**config.mk**
```make
export PLATFORM = sky130hd
export DESIGN_NAME = uart_cmd_ctrl
export DESIGN_NICKNAME = d
export VERILOG_FILES = /design/src/rtl/uart_cmd_pkg.sv /design/src/rtl/uart_cmd_ctrl.sv
export SDC_FILE = /design/constraint.sdc
export NUM_CORES = 1
export LEC_CHECK = 0
export BUFFER_PORTS_ARGS = -buffer_cell sky130_fd_sc_hd__buf_2
export CORE_MARGIN = 2
export CORE_UTILIZATION = 50
export CTS_BUF_LIST = sky130_fd_sc_hd__clkbuf_2
export DETAILED_ROUTE_END_ITERATION = 8
export PLACE_DENSITY_LB_ADDON = 0.2
export SETUP_SLACK_MARGIN = 0.15
export SLEW_MARGIN = 0
export SYNTH_ARGS = -nofsm -noshare
export SYNTH_HDL_FRONTEND = slang
export SYNTH_SLANG_ARGS = --single-unit
```
**constraint.sdc**
```tcl
create_clock -name CLK_I -period 2.6 [get_ports CLK_I]
set_input_delay 0.52 -clock CLK_I [delete_from_list [all_inputs] [get_ports CLK_I]]
set_output_delay 0.52 -clock CLK_I [all_outputs]
set_load 0.02 [all_outputs]
```
**src/rtl/uart_cmd_pkg.sv**
```systemverilog
// uart_cmd_pkg
// Shared definitions for the UART command controller: the frame-parser state
// enum and the protocol byte values (frame start, command codes, response
// bytes).
package uart_cmd_pkg;

   typedef enum logic [2:0] {
      ST_IDLE = 3'd0,
      ST_CMD  = 3'd1,
      ST_ADDR = 3'd2,
      ST_DATA = 3'd3,
      ST_REQ  = 3'd4,
      ST_RESP = 3'd5,
      ST_ERR  = 3'd6
   } state_t;

   localparam logic [7:0] SOF       = 8'h5A;
   localparam logic [7:0] CMD_READ  = 8'h01;
   localparam logic [7:0] CMD_WRITE = 8'h02;
   localparam logic [7:0] RSP_ACK   = 8'hA5;
   localparam logic [7:0] RSP_ERR   = 8'hEE;

endpackage

```
**src/rtl/uart_cmd_ctrl.sv**
```systemverilog
// uart_cmd_ctrl
// Parses command frames from a UART receive FIFO, performs one register
// access per frame and returns the response through the UART transmit FIFO.
//   Frame : 5A, CMD (01 read / 02 write), ADDR, [4 data bytes LSB-first, write only]
//   Reply : read -> 4 data bytes LSB-first, write -> A5, bad CMD -> EE
// Ports
//   CLK_I, RST_I             clock, synchronous active-high reset
//   RX_EMPTY_I, RE_O, DREC_I receive FIFO: empty flag, read strobe, byte
//   TX_READY_I, WE_O, DSEND_O transmit FIFO: space flag, write strobe, byte
//   REG_REQ_O .. REG_WDATA_O register request, type, address, write data
//   REG_ACK_I, REG_RDATA_I   register completion strobe and read data
// An idle gap of TIMEOUT_CYCLES between bytes inside a frame drops the frame.
module uart_cmd_ctrl
   import uart_cmd_pkg::*;
#(
   parameter int TIMEOUT_CYCLES = 100000
) (
   input  logic        CLK_I,
   input  logic        RST_I,
   input  logic        RX_EMPTY_I,
   output logic        RE_O,
   input  logic [7:0]  DREC_I,
   input  logic        TX_READY_I,
   output logic        WE_O,
   output logic [7:0]  DSEND_O,
   output logic        REG_REQ_O,
   output logic        REG_WE_O,
   output logic [7:0]  REG_ADDR_O,
   output logic [31:0] REG_WDATA_O,
   input  logic        REG_ACK_I,
   input  logic [31:0] REG_RDATA_I
);

   localparam int            TW       = $clog2(TIMEOUT_CYCLES + 1);
   localparam logic [TW-1:0] TMO_LAST = TW'(TIMEOUT_CYCLES - 1);

   state_t        state_q,  state_d;
   logic          reg_we_q, reg_we_d;
   logic [7:0]    addr_q,   addr_d;
   logic [31:0]   wdata_q,  wdata_d;
   logic [1:0]    cnt_q,    cnt_d;
   logic [TW-1:0] timer_q,  timer_d;
   logic [31:0]   rsp_q,    rsp_d;
   logic [2:0]    left_q,   left_d;

   logic          re;
   logic          wr;
   logic [7:0]    dsend;
   logic          byte_avail;
   logic          tx_ok;
   logic          in_frame;

   // Strobes are held off during the reset cycle so no FIFO byte is popped
   // or pushed by a frame that the reset is about to abandon.
   assign byte_avail = !RST_I && !RX_EMPTY_I;
   assign tx_ok      = !RST_I && TX_READY_I;
   assign in_frame   = (state_q == ST_CMD) || (state_q == ST_ADDR) || (state_q == ST_DATA);

   always_comb begin
      state_d  = state_q;
      reg_we_d = reg_we_q;
      addr_d   = addr_q;
      wdata_d  = wdata_q;
      cnt_d    = cnt_q;
      timer_d  = '0;
      rsp_d    = rsp_q;
      left_d   = left_q;
      re       = 1'b0;
      wr       = 1'b0;
      dsend    = 8'h00;

      // Gap timer: runs only while waiting for the next byte of a frame.
      if (in_frame && !byte_avail) begin
         if (timer_q == TMO_LAST) begin
            state_d = ST_IDLE;
         end else begin
            timer_d = timer_q + TW'(1);
         end
      end

      case (state_q)
         ST_IDLE: begin
            if (byte_avail) begin
               re = 1'b1;
               if (DREC_I == SOF) begin
                  state_d = ST_CMD;
               end
            end
         end
         ST_CMD: begin
            if (byte_avail) begin
               re = 1'b1;
               if ((DREC_I == CMD_READ) || (DREC_I == CMD_WRITE)) begin
                  reg_we_d = (DREC_I == CMD_WRITE);
                  state_d  = ST_ADDR;
               end else begin
                  state_d = ST_ERR;
               end
            end
         end
         ST_ADDR: begin
            if (byte_avail) begin
               re      = 1'b1;
               addr_d  = DREC_I;
               cnt_d   = 2'd0;
               state_d = reg_we_q ? ST_DATA : ST_REQ;
            end
         end
         ST_DATA: begin
            if (byte_avail) begin
               re                    = 1'b1;
               wdata_d[8*cnt_q +: 8] = DREC_I;
               cnt_d                 = cnt_q + 2'd1;
               if (cnt_q == 2'd3) begin
                  state_d = ST_REQ;
               end
            end
         end
         ST_REQ: begin
            if (REG_ACK_I) begin
               state_d = ST_RESP;
               if (reg_we_q) begin
                  rsp_d  = {24'h000000, RSP_ACK};
                  left_d = 3'd1;
               end else begin
                  rsp_d  = REG_RDATA_I;
                  left_d = 3'd4;
               end
            end
         end
         ST_RESP: begin
            if (tx_ok) begin
               wr     = 1'b1;
               dsend  = rsp_q[7:0];
               // Shifting leaves the response register at zero once drained.
               rsp_d  = {8'h00, rsp_q[31:8]};
               left_d = left_q - 3'd1;
               if (left_q == 3'd1) begin
                  state_d = ST_IDLE;
               end
            end
         end
         ST_ERR: begin
            if (tx_ok) begin
               wr      = 1'b1;
               dsend   = RSP_ERR;
               state_d = ST_IDLE;
            end
         end
         default: begin
            state_d = ST_IDLE;
         end
      endcase
   end

   always_ff @(posedge CLK_I) begin
      if (RST_I) begin
         state_q  <= ST_IDLE;
         reg_we_q <= 1'b0;
         addr_q   <= 8'h00;
         wdata_q  <= 32'h0;
         cnt_q    <= 2'd0;
         timer_q  <= '0;
         rsp_q    <= 32'h0;
         left_q   <= 3'd0;
      end else begin
         state_q  <= state_d;
         reg_we_q <= reg_we_d;
         addr_q   <= addr_d;
         wdata_q  <= wdata_d;
         cnt_q    <= cnt_d;
         timer_q  <= timer_d;
         rsp_q    <= rsp_d;
         left_q   <= left_d;
      end
   end

   assign RE_O        = re;
   assign WE_O        = wr;
   assign DSEND_O     = dsend;
   assign REG_REQ_O   = (state_q == ST_REQ);
   assign REG_WE_O    = reg_we_q;
   assign REG_ADDR_O  = addr_q;
   assign REG_WDATA_O = wdata_q;

endmodule

```
==> flow_summary.yaml <==
synth:
  yosys_warnings: 0
  synth-main-ff-cell: "dfxtp_1"
  synth_fp_nets: 607
  yosys.area.top_type: "dfxtp_1"
  synth-edff-count: 0
  synth_top_cell_area_share: 0.4364
  synthArstFlopShare: 0
  ys_ff_latch: 98
  synth.distinct_cells: 50
  synthTopCellsByArea: "dfxtp_1 44%, a21oi_1 5.9%, nand3_1 5.5%"
  syn_area_per_cell_um2: 8.129
  syn_area_mm2: 0.004496
  ys_seq_area_frac: 0.4364
  netlist_instances: 553
clocking:
  ctsHtreeMaxLevel: 3
  clkLatencyLatePin_ns: 0.56
  clock-root-buffer: "clkbuf_2"
  cts_sinks: 98
  cts_max_path_buffers: 2
  ctsHoldBuffers: 0
  cts_made_buffers: 9
  cts_tree: "yes"
  cts.clk_slew.worst_paths_ns: 0.27
setup_path:
  rr_worst_depth: 5
  cp.arrival_ns: 1.75
  path_class: "reg2out"
  cp-start-kind: "flip-flop"
  crit_required_ns: 2.08
  crit_chain: "nand3b_1 > buf_4 > a21oi_1 > buf_2"
  r2r-start: "cnt_q[0]$_SDFFE_PP0P_"
  crit_path_end_kind: "output port"
  critPathSlowestCell: "dfxtp_4"
  path_max_fanout: 13
  reg2reg_to: "REG_WDATA_O[23]$_SDFFE_PP0P_"
  ff2ff_setup_slack_ns: 0.61
  startpoint: "state_q[1]$_SDFF_PP0_"
  cpPeakStageDelay_ns: 0.45
timing:
  fin_tns_setup_ns: 0
  skew_ns: 0.03235
  fin_crit_ns: 2.272
  worst_pin_slew_ns: 0.7363
  hold_viol: 0
  layout_setup_ws_ns: 0.3280
  rsz0062_at_grt: "no"
  slew_violations: 0
  fin_crit_sh: 0.8738
  finalSetupViolations: 0
  relSlewSlack: 0.5046
  max_freq_mhz: 440.1
route:
  dr_total_vias: 4103
  drt-wirelength-per-cell_um: 14.57
  viasPerCell: 5.471
  first_iter_violations: 186
  antenna_left: 0
  drt_pass1_iterations: 4
  drc: 0
  wl_mm: 10.93
floorplan:
  placementRows: 34
  core_mm2: 0.008721
  die_y_um: 98.82
  die_area_mm2: 0.009765
  die-width_um: 98.82
  io_pins: 97
  initial_core_util: 0.5155
placed_design:
  place_ws_ns: 0.4941
  gp_congestion: 0.8642
  numPortBuffers: 96
  dp_hpwl_mm: 7.533
cells_and_area:
  final_common_cell: "dfxtp_1"
  final_cell_mix: "97 x dfxtp_1, 96 x buf_2, 62 x nand2_1, 59 x nor2_1, 53 x a21oi_1"
  n_antenna_cell: 0
  nets: 691
  area_growth_syn_to_layout_pct: 14.70
  layout-drive-gt1-share: 0.2150
worst_hold_path:
  worstHoldStart: "REG_RDATA_I[28]"
  hold_path_depth: 3
  hold_class: "in2reg"
  min_to: "rsp_q[28]$_SDFFE_PP0P_"
grt:
  globalRouteTotalUtil: 0.2246
  grt_max_degree: 43
  antenna_found_initial: 0
  overflow: 0
  grt_pass1_wl_mm: 18.00
  grt_pass1_vias: 3698
pwr:
  intPower_mw: 1.693
  seq_power_share: 0.655
  irDropWorstVdd_uv: 233.3
  p_sw_mw: 0.6078
  pwr-share-comb: 0.046
  finalPower_mw: 2.301
  p_leak_nw: 1.958
  pwr-share-clk: 0.299
  power_density_mw_per_mm2: 446.2
  p_sw_frac: 0.2641
flow_run:
  maxCapViolations: 0
status:
  outcome: "finished, final reports clean"
## cells in the mapped netlist, types with 6 or more instances
cell type,n
a211oi_1,21
a21o_1,6
a21oi_1,53
buf_2,14
clkbuf_1,16
dfxtp_1,98
ha_1,9
inv_1,6
nand2_1,62
nand2b_1,11
nand3_1,49
nor2_1,61
nor3_1,35
nor3b_1,25
o21ai_0,9
xor2_1,11
## per-layer routing
layer / GRT usage / vias up / part of all wire
li1: - / 2105 / -
met1: 0.3240 / 1896 / 0.47
met2: 0.3342 / 92 / 0.45
met3: 0.05816 / 10 / 0.062
met4: 0.06112 / 0 / 0.0091
met5: 0 / - / 0
## how the worst max path moves through the flow
| stage | slack, ns | cells after the start | to |
|---|---|---|---|
| floorplan | 0.67 | 5 | DSEND_O[1] |
| global placement | 0.54 | 6 | rsp_q[15]$_SDFFE_PP0P_ |
| detailed placement | 0.49 | 6 | REG_WDATA_O[2]$_SDFFE_PP0P_ |
| CTS | 0.15 | 3 | DSEND_O[0] |
| global route | 0.18 | 4 | DSEND_O[1] |
| finish | 0.33 | 4 | WE_O |
## cells by family after synthesis
group,synth area share
flip-flops,0.4364
multiplexers,0.004453
AND/OR/NAND/NOR,0.3209
XOR/XNOR,0.03117
buffers and inverters,0.04314
AO/OA/AOI/OAI,0.1389
adder cells (fa/ha/maj),0.02505
## critical path: cells and delay by family, from the launching register on
| family | cells | cell delay (ns) |
|---|---|---|
| flip-flops | 1 | 0.45 |
| buffers and inverters | 2 | 0.40 |
| AND/OR/NAND/NOR | 1 | 0.24 |
| AO/OA/AOI/OAI | 1 | 0.13 |
## layout make-up
| type | count | area, µm² |
|---|---|---|
| Sequential cell | 98 | 1966 |
| Clock inverter | 7 | 58.81 |
| Multi-Input combinational cell | 413 | 2351 |
| Fill cell | 825 | 3565 |
| Inverter | 6 | 22.52 |
| Clock buffer | 9 | 45.04 |
| Timing Repair Buffer | 109 | 578.1 |
| Tap cell | 108 | 135.1 |
## sequential cells by signal, indices dropped and copies added (netlist names)
signal / cells
cnt_q: 2
REG_WE_O: 1
rsp_q: 32
timer_q: 17
left_q: 3
state_q: 3
REG_ADDR_O: 8
REG_WDATA_O: 32
## per-stage QoR
stage,instances,util,instance area (µm²),hold WS (ns)
floorplan,553,-,4496,0.4305
global placement,734,0.5776,5037,0.4366
detailed placement,734,0.5776,5037,0.4442
CTS,750,0.5897,5142,0.1329
global route,750,0.5912,5156,0.1359
finish,750,0.5912,5156,0.1612
## repair_timing
item,4_1_cts,5_1_grt
setup endpoints to repair,8,8
pin swaps,0,0
gates resized for setup,1,5
setup buffers,0,0
## power groups by stage
stage	combinational, mW	sequential [mW]	clock, mW
after CTS	0.105	1.51	0.708
after global placement	0.104	1.53	0
final	0.106	1.51	0.687
after floorplan	0.0457	1.53	0
after detailed placement	0.105	1.53	0
after global routing	0.117	1.51	0.770
Power figures use the tool's default switching activity.
